--- src/rtl/coherence_bus_ctrl_pkg.sv ---
// Shared types and constants for the two-core coherence bus controller.
package coherence_bus_ctrl_pkg;

  localparam int unsigned CPUS   = 2;
  localparam int unsigned ADDR_W = 32;
  localparam int unsigned WORD_W = 32;

  // Core index; the controller is written for exactly two cores.
  typedef logic core_idx_t;

  typedef enum logic [2:0] {
    IDLE       = 3'd0,
    SNOOP      = 3'd1,
    SNOOP_RESP = 3'd2,
    PEER_WB    = 3'd3,
    DSERV      = 3'd4,
    ISERV      = 3'd5
  } bus_state_t;

  function automatic core_idx_t peer_of(core_idx_t c);
    return ~c;
  endfunction

endpackage

--- src/rtl/coherence_bus_ctrl_if.sv ---
// Cache-side and RAM-side signals of the coherence bus controller.
interface coherence_bus_ctrl_if;
  import coherence_bus_ctrl_pkg::*;

  logic [CPUS-1:0]             iREN;
  logic [CPUS-1:0][ADDR_W-1:0] iaddr;
  logic [CPUS-1:0]             iwait;
  logic [CPUS-1:0][WORD_W-1:0] iload;

  logic [CPUS-1:0]             dREN;
  logic [CPUS-1:0]             dWEN;
  logic [CPUS-1:0][ADDR_W-1:0] daddr;
  logic [CPUS-1:0][WORD_W-1:0] dstore;
  logic [CPUS-1:0]             dwait;
  logic [CPUS-1:0][WORD_W-1:0] dload;

  logic [CPUS-1:0]             cctrans;
  logic [CPUS-1:0]             ccwrite;
  logic [CPUS-1:0]             ccwait;
  logic [CPUS-1:0]             ccinv;
  logic [CPUS-1:0][ADDR_W-1:0] ccsnoopaddr;

  logic                        ramREN;
  logic                        ramWEN;
  logic [ADDR_W-1:0]           ramaddr;
  logic [WORD_W-1:0]           ramstore;
  logic [WORD_W-1:0]           ramload;
  logic                        ram_ready;

  // Caches and RAM side.
  modport master (
    output iREN, iaddr, dREN, dWEN, daddr, dstore, cctrans, ccwrite, ramload, ram_ready,
    input  iwait, iload, dwait, dload, ccwait, ccinv, ccsnoopaddr,
    input  ramREN, ramWEN, ramaddr, ramstore
  );

  // Controller side.
  modport slave (
    input  iREN, iaddr, dREN, dWEN, daddr, dstore, cctrans, ccwrite, ramload, ram_ready,
    output iwait, iload, dwait, dload, ccwait, ccinv, ccsnoopaddr,
    output ramREN, ramWEN, ramaddr, ramstore
  );

endinterface

--- src/rtl/coherence_bus_ctrl_rr_arbiter2.sv ---
// Two-way round-robin arbiter: dcache class beats icache class, ties go to
// the core that did not win last.
module rr_arbiter2
  import coherence_bus_ctrl_pkg::*;
(
  input  logic      CLK,
  input  logic      nRST,
  input  logic      grant_en_i,
  input  logic [1:0] dreq_i,
  input  logic [1:0] ireq_i,
  output core_idx_t winner_o,
  output logic      valid_o,
  output logic      dclass_o
);

  core_idx_t  rr_last_q;
  logic [1:0] cand;

  // Pick the request class, then the winner within it.
  always_comb begin
    dclass_o = |dreq_i;
    cand     = dclass_o ? dreq_i : ireq_i;
    valid_o  = |cand;
    case (cand)
      2'b01:   winner_o = 1'b0;
      2'b10:   winner_o = 1'b1;
      2'b11:   winner_o = ~rr_last_q;
      default: winner_o = 1'b0;
    endcase
  end

  // Remember the last granted core; reset makes core 0 win the first tie.
  always_ff @(posedge CLK or negedge nRST) begin
    if (!nRST) begin
      rr_last_q <= 1'b1;
    end else if (grant_en_i && valid_o) begin
      rr_last_q <= winner_o;
    end
  end

endmodule

--- src/rtl/coherence_bus_ctrl.sv ---
// Two-core MSI coherence bus controller: arbitrates the single-ported RAM,
// snoops the peer dcache on miss fills and forces peer writebacks first.
module coherence_bus_ctrl #(
  parameter int unsigned CPUS   = 2,
  parameter int unsigned ADDR_W = 32,
  parameter int unsigned WORD_W = 32
) (
  input logic                 CLK,
  input logic                 nRST,
  coherence_bus_ctrl_if.slave bus
);
  import coherence_bus_ctrl_pkg::*;

  bus_state_t        state_q;
  core_idx_t         owner_q;
  core_idx_t         peer;
  logic [ADDR_W-1:0] snoop_addr_q;
  logic              snoop_inv_q;

  core_idx_t         winner;
  logic              win_valid;
  logic              win_dclass;
  logic [CPUS-1:0]   dreq;

  assign dreq = bus.dREN | bus.dWEN;
  assign peer = peer_of(owner_q);

  rr_arbiter2 u_arb (
    .CLK        (CLK),
    .nRST       (nRST),
    .grant_en_i (state_q == IDLE),
    .dreq_i     (dreq),
    .ireq_i     (bus.iREN),
    .winner_o   (winner),
    .valid_o    (win_valid),
    .dclass_o   (win_dclass)
  );

  // Bus FSM; snoop address/invalidate are captured at grant and held until DSERV.
  always_ff @(posedge CLK or negedge nRST) begin
    if (!nRST) begin
      state_q      <= IDLE;
      owner_q      <= 1'b0;
      snoop_addr_q <= '0;
      snoop_inv_q  <= 1'b0;
    end else begin
      case (state_q)
        IDLE: begin
          if (win_valid) begin
            owner_q <= winner;
            if (!win_dclass) begin
              state_q <= ISERV;
            end else if (bus.cctrans[winner]) begin
              state_q      <= SNOOP;
              snoop_addr_q <= bus.daddr[winner];
              snoop_inv_q  <= bus.ccwrite[winner];
            end else begin
              state_q <= DSERV;
            end
          end
        end
        SNOOP:      state_q <= SNOOP_RESP;
        SNOOP_RESP: state_q <= bus.dWEN[peer] ? PEER_WB : DSERV;
        PEER_WB: begin
          if (!bus.dWEN[peer]) state_q <= DSERV;
        end
        DSERV: begin
          if (!(bus.cctrans[owner_q] || bus.dREN[owner_q] || bus.dWEN[owner_q])) begin
            state_q <= IDLE;
          end
        end
        ISERV: begin
          if (bus.ram_ready) state_q <= IDLE;
        end
        default: state_q <= IDLE;
      endcase
    end
  end

  // Output muxing; wait deasserts combinationally with ram_ready for zero added latency.
  always_comb begin
    bus.iwait       = '1;
    bus.dwait       = '1;
    bus.iload       = '0;
    bus.dload       = '0;
    bus.ccwait      = '0;
    bus.ccinv       = '0;
    bus.ccsnoopaddr = '0;
    bus.ramREN      = 1'b0;
    bus.ramWEN      = 1'b0;
    bus.ramaddr     = '0;
    bus.ramstore    = '0;
    case (state_q)
      SNOOP, SNOOP_RESP: begin
        bus.ccwait[peer]      = 1'b1;
        bus.ccinv[peer]       = snoop_inv_q;
        bus.ccsnoopaddr[peer] = snoop_addr_q;
      end
      PEER_WB: begin
        bus.ccwait[peer]      = 1'b1;
        bus.ccinv[peer]       = snoop_inv_q;
        bus.ccsnoopaddr[peer] = snoop_addr_q;
        // Gated so the cycle after the peer drops dWEN writes nothing stale.
        bus.ramWEN            = bus.dWEN[peer];
        bus.ramaddr           = bus.daddr[peer];
        bus.ramstore          = bus.dstore[peer];
        bus.dwait[peer]       = ~bus.ram_ready;
      end
      DSERV: begin
        bus.ramWEN         = bus.dWEN[owner_q];
        bus.ramREN         = bus.dREN[owner_q] & ~bus.dWEN[owner_q];
        bus.ramaddr        = bus.daddr[owner_q];
        bus.ramstore       = bus.dstore[owner_q];
        bus.dload[owner_q] = bus.ramload;
        bus.dwait[owner_q] = ~bus.ram_ready;
      end
      ISERV: begin
        bus.ramREN         = 1'b1;
        bus.ramaddr        = bus.iaddr[owner_q];
        bus.iload[owner_q] = bus.ramload;
        bus.iwait[owner_q] = ~bus.ram_ready;
      end
      default: ;
    endcase
  end

  // Simultaneous read and write from the owner dcache is illegal stimulus.
  dserv_rw_exclusive: assert property (@(posedge CLK) disable iff (!nRST)
    (state_q == DSERV) |-> !(bus.dREN[owner_q] && bus.dWEN[owner_q]));

endmodule

--- src/flat_wrapper.sv ---
// flat-port wrapper written by rule: the top's interface ports become plain ports
module coherence_bus_ctrl_flat import coherence_bus_ctrl_pkg::*;
#(
  parameter int unsigned CPUS   = 2,
  parameter int unsigned ADDR_W = 32,
  parameter int unsigned WORD_W = 32
)
  (CLK, nRST, bus_iREN, bus_iaddr, bus_dREN, bus_dWEN, bus_daddr, bus_dstore, bus_cctrans, bus_ccwrite, bus_ramload, bus_ram_ready, bus_iwait, bus_iload, bus_dwait, bus_dload, bus_ccwait, bus_ccinv, bus_ccsnoopaddr, bus_ramREN, bus_ramWEN, bus_ramaddr, bus_ramstore);
  coherence_bus_ctrl_if bus_i ();
  input logic CLK;
  input logic nRST;
  input wire logic [$bits(bus_i.iREN)-1:0] bus_iREN;
  input wire logic [$bits(bus_i.iaddr)-1:0] bus_iaddr;
  input wire logic [$bits(bus_i.dREN)-1:0] bus_dREN;
  input wire logic [$bits(bus_i.dWEN)-1:0] bus_dWEN;
  input wire logic [$bits(bus_i.daddr)-1:0] bus_daddr;
  input wire logic [$bits(bus_i.dstore)-1:0] bus_dstore;
  input wire logic [$bits(bus_i.cctrans)-1:0] bus_cctrans;
  input wire logic [$bits(bus_i.ccwrite)-1:0] bus_ccwrite;
  input wire logic [$bits(bus_i.ramload)-1:0] bus_ramload;
  input wire logic [$bits(bus_i.ram_ready)-1:0] bus_ram_ready;
  output wire logic [$bits(bus_i.iwait)-1:0] bus_iwait;
  output wire logic [$bits(bus_i.iload)-1:0] bus_iload;
  output wire logic [$bits(bus_i.dwait)-1:0] bus_dwait;
  output wire logic [$bits(bus_i.dload)-1:0] bus_dload;
  output wire logic [$bits(bus_i.ccwait)-1:0] bus_ccwait;
  output wire logic [$bits(bus_i.ccinv)-1:0] bus_ccinv;
  output wire logic [$bits(bus_i.ccsnoopaddr)-1:0] bus_ccsnoopaddr;
  output wire logic [$bits(bus_i.ramREN)-1:0] bus_ramREN;
  output wire logic [$bits(bus_i.ramWEN)-1:0] bus_ramWEN;
  output wire logic [$bits(bus_i.ramaddr)-1:0] bus_ramaddr;
  output wire logic [$bits(bus_i.ramstore)-1:0] bus_ramstore;
  assign bus_i.iREN = bus_iREN;
  assign bus_i.iaddr = bus_iaddr;
  assign bus_i.dREN = bus_dREN;
  assign bus_i.dWEN = bus_dWEN;
  assign bus_i.daddr = bus_daddr;
  assign bus_i.dstore = bus_dstore;
  assign bus_i.cctrans = bus_cctrans;
  assign bus_i.ccwrite = bus_ccwrite;
  assign bus_i.ramload = bus_ramload;
  assign bus_i.ram_ready = bus_ram_ready;
  assign bus_iwait = bus_i.iwait;
  assign bus_iload = bus_i.iload;
  assign bus_dwait = bus_i.dwait;
  assign bus_dload = bus_i.dload;
  assign bus_ccwait = bus_i.ccwait;
  assign bus_ccinv = bus_i.ccinv;
  assign bus_ccsnoopaddr = bus_i.ccsnoopaddr;
  assign bus_ramREN = bus_i.ramREN;
  assign bus_ramWEN = bus_i.ramWEN;
  assign bus_ramaddr = bus_i.ramaddr;
  assign bus_ramstore = bus_i.ramstore;
  coherence_bus_ctrl #(.CPUS(CPUS), .ADDR_W(ADDR_W), .WORD_W(WORD_W)) u_core (.CLK(CLK), .nRST(nRST), .bus(bus_i));
endmodule
--- config.mk ---
export PLATFORM = sky130hd
export DESIGN_NAME = coherence_bus_ctrl_flat
export DESIGN_NICKNAME = d
export VERILOG_FILES = /design/src/rtl/coherence_bus_ctrl_pkg.sv /design/src/rtl/coherence_bus_ctrl_if.sv /design/src/rtl/coherence_bus_ctrl_rr_arbiter2.sv /design/src/rtl/coherence_bus_ctrl.sv /design/src/flat_wrapper.sv
export SDC_FILE = /design/constraint.sdc
export NUM_CORES = 1
export LEC_CHECK = 0
export ABC_AREA = 1
export BUFFER_PORTS_ARGS = -buffer_cell sky130_fd_sc_hd__buf_2
export CAP_MARGIN = 20
export CORE_AREA = 2 2 194 196
export DETAILED_ROUTE_END_ITERATION = 7
export DIE_AREA = 0 0 196 198
export SYNTH_ARGS = -nofsm -noshare
export SYNTH_HDL_FRONTEND = slang
export SYNTH_SLANG_ARGS = --single-unit
export TNS_END_PERCENT = 10
--- constraint.sdc ---
create_clock -name CLK -period 2.28 [get_ports CLK]
set_clock_uncertainty 0.15 [all_clocks]
set_input_delay 0.456 -clock CLK [delete_from_list [all_inputs] [get_ports CLK]]
set_output_delay 0.456 -clock CLK [all_outputs]
set_load 0.05 [all_outputs]
==> results of run 1 <==
## how the worst max path moves through the flow
| stage | startpoint | to | slack [ps] | cells after the start |
|---|---|---|---|---|
| 3_5_place_dp | u_core.state_q[1] | bus_ramstore[10] | 30 | 8 |
| 2_1_floorplan | u_core.state_q[2] | bus_iload[24] | -410 | 4 |
| 5_1_grt | u_core.state_q[2] | bus_ramstore[9] | -280 | 8 |
| 6_report | u_core.owner_q | bus_ramstore[15] | -190 | 6 |
| 3_3_place_gp | u_core.state_q[1] | bus_ramstore[8] | 60 | 8 |
| 4_1_cts | u_core.state_q[1] | bus_ramaddr[22] | -210 | 9 |
## logic make-up after synthesis
family | count (synthesis)
and+or+nand+nor | 543
AOI/OAI and AO/OA | 241
buffers and inverters | 216
DFF | 38
## Yosys cell counts
master      n
nand2_1   228
nor2_1    137
nor3_1    128
inv_1     107
o21ai_0    77
a221oi_1   62
dfrtp_1    37
clkbuf_1   35
buf_2      33
a21oi_1    32
nand2_2    32
o221ai_1   32
o21ai_2    30
buf_1      14
buf_6      11
inv_2       9
nand3_1     6
o21ai_1     5
nor2_4      4
buf_12      3
nand2_4     3
nor2_2      3
buf_4       2
a21oi_2     1
a22o_1      1
a22oi_1     1
buf_8       1
clkinv_1    1
dfstp_2     1
nand3_2     1
nand4_4     1
## routing by layer
layer  up-vias  GRT usage [%]  part of all wire, %
li1       4527              -                    -
met1      4524          18.40                   41
met5         -              0                    0
met4         0          4.882                  2.2
met2       509          26.93                   50
met3        55          2.197                  7.5
## repair_timing
action,in CTS,in global routing
resized for setup,353,350
endpoints found under the setup margin,264,264
hold buffers,0,0
gates cloned,2,18
buffers inserted,2,7
pin swaps,6,21
## where the power goes
part	switching, mW	internal [mW]	leakage [nW]	total, mW
logic	10.2	5.62	5.54	15.8
clock network	0.302	0.548	0.0841	0.850
registers	0.262	1.01	0.472	1.27
total	10.8	7.17	6.10	18.0
## state kept, by name (all words and copies together), names as in the netlist
| name | count |
|---|---|
| u_core.state_q | 3 |
| u_core.owner_q | 1 |
| u_core.snoop_addr_q | 32 |
| u_core.snoop_inv_q | 1 |
| u_core.u_arb.rr_last_q | 1 |
## per-stage QoR
step / TNS [ps] / hold WS [ps] / setup WS [ps] / util [%] / cells
after global routing: -39840 / 165.2 / -277.1 / 35.24 / 2020
after global placement: 0 / 317.4 / 55.98 / 26.63 / 1985
after detailed placement: 0 / 322.3 / 25.62 / 26.63 / 1985
after floorplan: -62300 / 10.41 / -405.9 / - / 1038
final: -18570 / 116.0 / -186.4 / 35.24 / 2020
after CTS: -24970 / 130.7 / -213.7 / 30.06 / 1997
## cell type report
cell class	count	area [µm²]	share of cell area (%)
Tap cell	474	593.1	4.554
Inverter	117	484.2	3.718
Timing Repair Buffer	598	5429	41.69
Clock inverter	1	30.03	0.2306
Sequential cell	38	958.4	7.360
Multi-Input combinational cell	784	5374	41.27
Timing Repair inverter	1	11.26	0.08647
Clock buffer	7	142.6	1.095
==> impl_metrics.toml, run 1 <==
[run_status]
violations = "setup timing"
outcome = "finished, violations left"

[sta]
worstMarginPinSlew_ps = 844.3
slew_headroom_pct = 43.71
hold_viol = 0
layout_setup_ws_ps = -186.4
max_freq_ghz = 0.4054
rsz0062_at_grt = "true"
setup_violations = 249
finalCriticalPeriod_ps = 2466
timing.final.crit_share_pct = 108.2
finalMaxSlewViolations = 0

[global_routing]
track_usage_pct = 15.01
grt_max_degree = 80
grt_pass1_wl_um = 46530
antenna_found_initial = 0
overflow = 0
first_global_vias = 8589

[setup_path]
cp.arrival_ps = 1860
worst-path-buf-inv = 4
endpoint_kind = "output pin"
r2r_start = "u_core.state_q[1]"
cp_max_fo = 19
critPathLaunchType = "flop"
path_delay_family = "buffers and inverters"
path_cells = "clkinv_8, buf_4, buf_12, a221oi_1, nor2_1, buf_6"
reg2reg_depth = 10
slowest_delay_ps = 520
reg2reg_slack_ps = 200
r2r_end = "u_core.snoop_inv_q"
critPathKind = "flop to output pin"
cp_slowest_cell = "dfrtp_4"
critPathRequiredTime_ps = 1670

[synth]
synth_area_leaders = "dfrtp_1, nand2_1, nor3_1"
synth_adder_area_share_pct = 0
synth_cell_type_count = 31
synth.avg_cell_area_um2 = 5.786
ys_ff_latch = 38
synth_nets = 1275
synth_top_family_by_area = "simple AND/OR/NAND/NOR gates"
synth_warnings = 0
synth_top_cell_area_share_pct = 15.42
synth_mux_area_share_pct = 0
synth.cell_area_mm2 = 0.006006
synth_xor_area_share_pct = 0
synth_compound_area_share_pct = 28.00
ys_seq_area_share_pct = 15.85
synth_area_leader_cell = "dfrtp_1"
synth_simple_gate_area_share_pct = 39.46
netlist_instances = 1038

[detailed_routing]
ant_nets = 0
routed_wl_um = 37470
vias = 9615
dr.pass1.iters = 6
vias_per_cell = 4.760
drt-initial-drc-count = 538
post_drt_wl_per_cell_um = 18.55
drc = 0

[placement]
gp_congestion = 0.8695
dpl_cell_area_mm2 = 0.009842
hpwl_um = 23940
portBuffers = 502

[die]
start_util_pct = 16.25
io_pins = 503
core.rowCount = 71
die_x_um = 196
die_h_um = 198
coreArea_mm2 = 0.03696
die_area_mm2 = 0.03881

[clock_tree]
cts.path.max_buffers = 2
clockRootBuffer = "clkbuf_16"
cts-buffers-inserted = 5
clk_latency_ps = 290
clock-sinks = 38
htree_levels = 2
cts_tree = "yes"
cts.clk_slew.worst_paths_ps = 60

[pwr]
leakage_nw = 6.099
ir_drop_mv = 0.6765
power_density_mw_per_mm2 = 1379
power_mw = 17.96

[min_path]
hp-class = "input port to async pin"

[finish]
fin_nets = 1782
final_common_cell = "buf_2"
num-fill-cells = 3813
design_area_mm2 = 0.01302
syn2layout_area_growth_pct = 116.8
n_antenna_cell = 0
drive_gt1_share_pct = 59.51
mostFrequentLayoutCells = "buf_2, nand2_1, buf_6"

[job]
max_cap_viol_count = 0
(Power assumes the default switching activity.)
==> inputs of run 2 (changes only) <==
CTS_CLUSTER_SIZE = 14   (was unset)
SLEW_MARGIN = 0   (was unset)
clock period = 2.7 ns   (was 2.28 ns; I/O delays follow)
==> run 2 against run 1 <==
Compared with the run above:
- the run now ends clean
- sequential share of layout area up 2.5 points
- register-to-register slack improved by 370 ps
- sequential power decreased by 15%
- critical path type unchanged
- critical endpoint is now bus_ramstore[24]
- largest power group unchanged
- highest routed layer is now met5
==> impl_metrics.toml, run 2 (synthesized netlist as in run 1, its figures left out) <==
[setup_path]
cp_max_fo = 67
critPathLaunchType = "flop"
critPathKind = "flop to output pin"
cp.arrival_ps = 2000
cp_slowest_cell = "dfrtp_2"
endpoint_kind = "output pin"
slowest_delay_ps = 480
critPathRequiredTime_ps = 2010
path_cells = "inv_2, nand2_4, nor2_4, buf_12, a221oi_1, nor2_1, buf_6"
worst-path-buf-inv = 3
path_delay_family = "buffers and inverters"

[placement]
dp.cells = 1951
gp_congestion = 0.8802
portBuffers = 502
hpwl_um = 23210
pre_cts_slack_ps = 198.8

[clock_tree]
cts.clk_slew.worst_paths_ps = 60
cts-buffers-inserted = 5
clock-sinks = 38
clk_latency_ps = 290
cts.path.max_buffers = 2
cts.hold.buffers_added = 0
htree_levels = 2
cts_tree = "yes"
clockRootBuffer = "clkbuf_16"

[global_routing]
grt_max_degree = 87
grt_pass1_wl_um = 44040
overflow = 0
antenna_found_initial = 5
first_global_vias = 7841
track_usage_pct = 14.31

[sta]
rsz0062_at_grt = "true"
setup_violations = 0
hold_viol = 0
timing.final.crit_share_pct = 99.72
finalMaxSlewViolations = 0
finalCriticalPeriod_ps = 2692
max_freq_ghz = 0.3714
worstMarginPinSlew_ps = 606.9
slew_headroom_pct = 59.23
whs_ps = 84.71
layout_setup_ws_ps = 7.562

[die]
io_pins = 503
die_x_um = 196
core.rowCount = 71
start_util_pct = 16.25
die_area_mm2 = 0.03881
coreArea_mm2 = 0.03696
die_h_um = 198

[detailed_routing]
vias_per_cell = 4.519
drc = 0
ant_nets = 0
post_drt_wl_per_cell_um = 15.24
vias = 8871
drt-initial-drc-count = 547
routed_wl_um = 29930
dr.pass1.iters = 5

[pwr]
power_mw = 11.76
power_density_mw_per_mm2 = 1204
leakage_nw = 5.174
p_comb_share_pct = 84.7
internal_power_mw = 4.192
switching_share_pct = 64.35
p_seq_share_pct = 9.2
ir_drop_mv = 0.6483
power_switching_mw = 7.568
power.share.clock_pct = 6.1

[finish]
final_util_pct = 26.42
num-fill-cells = 4180
top_register = "u_core.snoop_addr_q"
syn2layout_area_growth_pct = 62.58
mostFrequentLayoutCells = "buf_2, nand2_1, nor2_1"
drive_gt1_share_pct = 43.27
fin_nets = 1723
reg.largest.list = "u_core.snoop_addr_q x32, u_core.state_q x3"
fin_cells = 1963
largest_reg_flops = 32
final_common_cell = "buf_2"

[min_path]
hp-class = "input port to async pin"

[run_status]
outcome = "finished clean"

[job]
max_cap_viol_count = 0
==> run 2: cell count changes in the layout (fill, tap and decap cells not counted), moves of 72 or more <==
cell | previous run | this run
nor3_1 | 31 | 125
nor2_1 | 65 | 137
nor3_2 | 85 | 3
buf_6 | 217 | 7
buf_2 | 238 | 363
clkbuf_4 | 0 | 91
==> run 2: path summary, 6_finish.rpt <==
kind / from / to / slack [ps] / depth (start not counted)
max: u_core.state_q[0] / bus_ramstore[24] / 8 / 7
min: nRST / u_core.snoop_addr_q[11] / 80 / 1
max reg2reg: u_core.state_q[2] / u_core.snoop_addr_q[30] / 570 / 8
min reg2reg: u_core.snoop_addr_q[21] / u_core.snoop_addr_q[21] / 330 / 2
max in group asynchronous: nRST / u_core.snoop_addr_q[15] / 1630 / 2
min in group CLK: u_core.snoop_addr_q[21] / u_core.snoop_addr_q[21] / 330 / 2
==> run 2: power by group through the flow <==
| stage | sequential [mW] | combinational (mW) | clock (mW) |
|---|---|---|---|
| 2_1_floorplan | 1.00 | 7.23 | 0 |
| 3_3_place_gp | 1.06 | 9.36 | 0 |
| 3_5_place_dp | 1.08 | 9.43 | 0 |
| 4_1_cts | 1.08 | 9.67 | 0.750 |
| 5_1_grt | 1.12 | 10.7 | 0.764 |
| 6_report | 1.08 | 9.96 | 0.717 |
==> run 2: final cells by class <==
class	instances	area, µm²	area share (%)
Tap cell	474	593.1	6.074
Timing Repair Buffer	540	3482	35.66
Clock buffer	6	138.9	1.422
Inverter	117	457.9	4.690
Sequential cell	38	958.4	9.815
Multi-Input combinational cell	784	4096	41.95
Clock inverter	1	30.03	0.3075
Antenna cell	3	7.507	0.07688
==> run 2: what timing repair did <==
action / in CTS / in global routing
pin swaps: 0 / 1
gates cloned: 1 / 0
buffers inserted: 0 / 1
setup endpoints to repair: 110 / 150
resized for setup: 38 / 120
endpoints found under the hold margin: 0 / 0
==> run 2: layer usage <==
metal | wire length (µm) | up-vias | track usage [%]
li1 | - | 4385 | -
met1 | 12260 | 4059 | 17.72
met2 | 14720 | 391 | 25.19
met3 | 2206 | 34 | 2.776
met4 | 731 | 2 | 4.068
met5 | 9 | - | 0
==> run 2: worst reg2reg max path, cell delays in order (launching register included) <==
cell and delay (ps):
dfrtp_2 470, buf_4 170, nor2_4 140, o21ai_1 120, inv_2 90, nand4_4 350
buf_12 360, nand2_1 110, o21ai_2 50
==> run 2: metrics by stage <==
step                TNS (ps)  instance area (µm²)
floorplan             -22490                 6006
global placement           0                 9139
detailed placement         0                 9139
CTS                   -61.66                 9443
global route           -3071                 9762
finish                     0                 9764
==> inputs of run 3 (changes only) <==
CELL_PAD_IN_SITES_DETAIL_PLACEMENT = 2   (was unset)
CELL_PAD_IN_SITES_GLOBAL_PLACEMENT = 2   (was unset)
CORE_AREA = 2 2 197 199   (was 2 2 194 196)
DIE_AREA = 0 0 199 201   (was 0 0 196 198)
PLACE_DENSITY_LB_ADDON = 0.1   (was unset)
==> run 3 against run 2 <==
Compared with the run above:
- worst hold slack gained 72 ps
- global-route usage grew 4.0 points
- clock power shrank 13%
- final cell count grew 2.6%
- combinational power is essentially flat
- sequential power is essentially flat
- via count grew 1.5%
- first-iteration DRC count shrank 46%
- register-to-register slack gained 70 ps
- sequential share of layout area grew 0.16 points
- maximum frequency grew 1.9%
- critical endpoint is now bus_ramaddr[2]
- largest power group unchanged
==> impl_metrics.toml, run 3 (synthesized netlist as in run 1, its figures left out) <==
[clock_tree]
cts_tree = "yes"
clockRootBuffer = "clkbuf_16"
post_cts_buffers = 0
cts.hold.buffers_added = 0
cts.clk_slew.worst_paths_ps = 60
htree_levels = 2
clk_latency_ps = 290
clock-sinks = 38
cts-buffers-inserted = 5
cts.path.max_buffers = 2

[global_routing]
grt_pass1_wl_um = 56720
track_usage_pct = 18.27
first_global_vias = 9446
antenna_found_initial = 22
overflow = 0
grt_max_degree = 81

[detailed_routing]
vias = 9008
drc = 0
ant_nets = 0
routed_wl_um = 38370
dr.pass1.iters = 4
vias_per_cell = 4.473
drt-initial-drc-count = 293
post_drt_wl_per_cell_um = 19.05

[setup_path]
critPathLaunchType = "flop"
cp.arrival_ps = 1950
path_delay_family = "buffers and inverters"
r2r_start = "u_core.owner_q"
critPathKind = "flop to output pin"
worst-path-buf-inv = 4
r2r_end = "u_core.state_q[0]"
cp_slowest_cell = "dfrtp_1"
crit_cells = 7
slowest_delay_ps = 370
crit_end = "bus_ramaddr[2]"
critPathRequiredTime_ps = 2010
endpoint_kind = "output pin"
reg2reg_depth = 9
cp_max_fo = 80
reg2reg_slack_ps = 640
crit_path_start = "u_core.state_q[1]"
path_cells = "inv_2, nand2_4, nor2_4, clkinv_2, buf_12, o221ai_1, buf_2"

[sta]
rsz0062_at_grt = "true"
finalMaxSlewViolations = 0
max_freq_ghz = 0.3783
worstMarginPinSlew_ps = 769.0
setup_violations = 0
hold_viol = 0
slew_headroom_pct = 48.73
layout_setup_ws_ps = 56.77
whs_ps = 157.1
timing.final.crit_share_pct = 97.90
finalCriticalPeriod_ps = 2643

[pwr]
ir_drop_mv = 0.6078
power_density_mw_per_mm2 = 1213
leakage_nw = 5.136
power_switching_mw = 7.745
p_comb_share_pct = 85.4
internal_power_mw = 3.899
p_seq_share_pct = 9.2
switching_share_pct = 66.52
power.share.clock_pct = 5.4

[die]
coreArea_mm2 = 0.03811
die_h_um = 201
io_pins = 503
start_util_pct = 15.76
die_area_mm2 = 0.04000
die_x_um = 199
core.rowCount = 72

[placement]
portBuffers = 502
gp_congestion = 0.7726
pre_cts_slack_ps = 209.0
hpwl_um = 30420

[run_status]
outcome = "finished clean"

[job]
max_cap_viol_count = 0

[min_path]
hp-class = "input port to async pin"

[finish]
mostFrequentLayoutCells = "buf_2, nand2_1, nor2_1"
drive_gt1_share_pct = 42.81
reg.largest.list = "u_core.snoop_addr_q x32, u_core.state_q x3"
top_register = "u_core.snoop_addr_q"
fin_nets = 1717
syn2layout_area_growth_pct = 59.81
largest_reg_flops = 32
final_common_cell = "buf_2"
-- run 3: cell types whose count changed in the layout (fill, tap and decap cells not counted), moves of 2 or more --
cell and delta:
buf_12 -6, buf_6 -4, inv_6 -2, inv_2 -2, inv_4 +3, clkbuf_4 -55
buf_2 +32, buf_4 +26, diode_2 +12
-- run 3: layout make-up --
| type | instances | area [µm²] |
|---|---|---|
| Multi-Input combinational cell | 784 | 4076 |
| Clock buffer | 6 | 138.9 |
| Clock inverter | 2 | 12.51 |
| Tap cell | 518 | 648.1 |
| Sequential cell | 38 | 957.2 |
| Inverter | 117 | 455.4 |
| Fill cell | 4769 | 28510 |
| Timing Repair Buffer | 534 | 3272 |
| Antenna cell | 15 | 37.54 |
-- run 3: through the flow --
step	util [%]	total power [mW]	TNS, ps	instance area [µm²]	std cells
global placement	23.72	10.66	0	9039	1989
detailed placement	23.72	10.75	0	9039	1989
floorplan	-	8.230	-22490	6006	1038
CTS	24.51	11.62	-34.99	9339	1998
finish	25.19	11.64	0	9598	2014
global route	25.14	12.54	-379.9	9580	2007
-- run 3: timing repair --
| action | CTS | global route |
|---|---|---|
| setup endpoints to repair | 82 | 131 |
| resized for setup | 46 | 106 |
| endpoints found under the hold margin | 0 | 0 |
| gates cloned | 1 | 1 |
-- run 3: how the worst min path moves through the flow --
stage / startpoint / slack [ps] / depth (start not counted) / endpoint
after floorplan: nRST / 90 / 0 / u_core.owner_q
after global placement: u_core.snoop_inv_q / 320 / 2 / u_core.snoop_inv_q
after detailed placement: u_core.snoop_addr_q[8] / 330 / 2 / u_core.snoop_addr_q[8]
after CTS: nRST / 200 / 1 / u_core.snoop_addr_q[10]
after global routing: nRST / 220 / 1 / u_core.snoop_addr_q[10]
final: nRST / 160 / 1 / u_core.snoop_addr_q[10]
-- run 3: power by group through the flow --
stage	Clock, mW	Combinational (mW)	Sequential (mW)
after floorplan	0	7.23	1.00
after global placement	0	9.61	1.05
final	0.625	9.95	1.07
after CTS	0.661	9.91	1.05
after global routing	0.674	10.8	1.11
after detailed placement	0	9.69	1.06
-- run 3: routing by layer --
layer	global-route usage, %	routed length (µm)
met1	20.18	14880
met2	33.45	19740
met3	5.813	3054
met5	0	65
met4	4.584	633
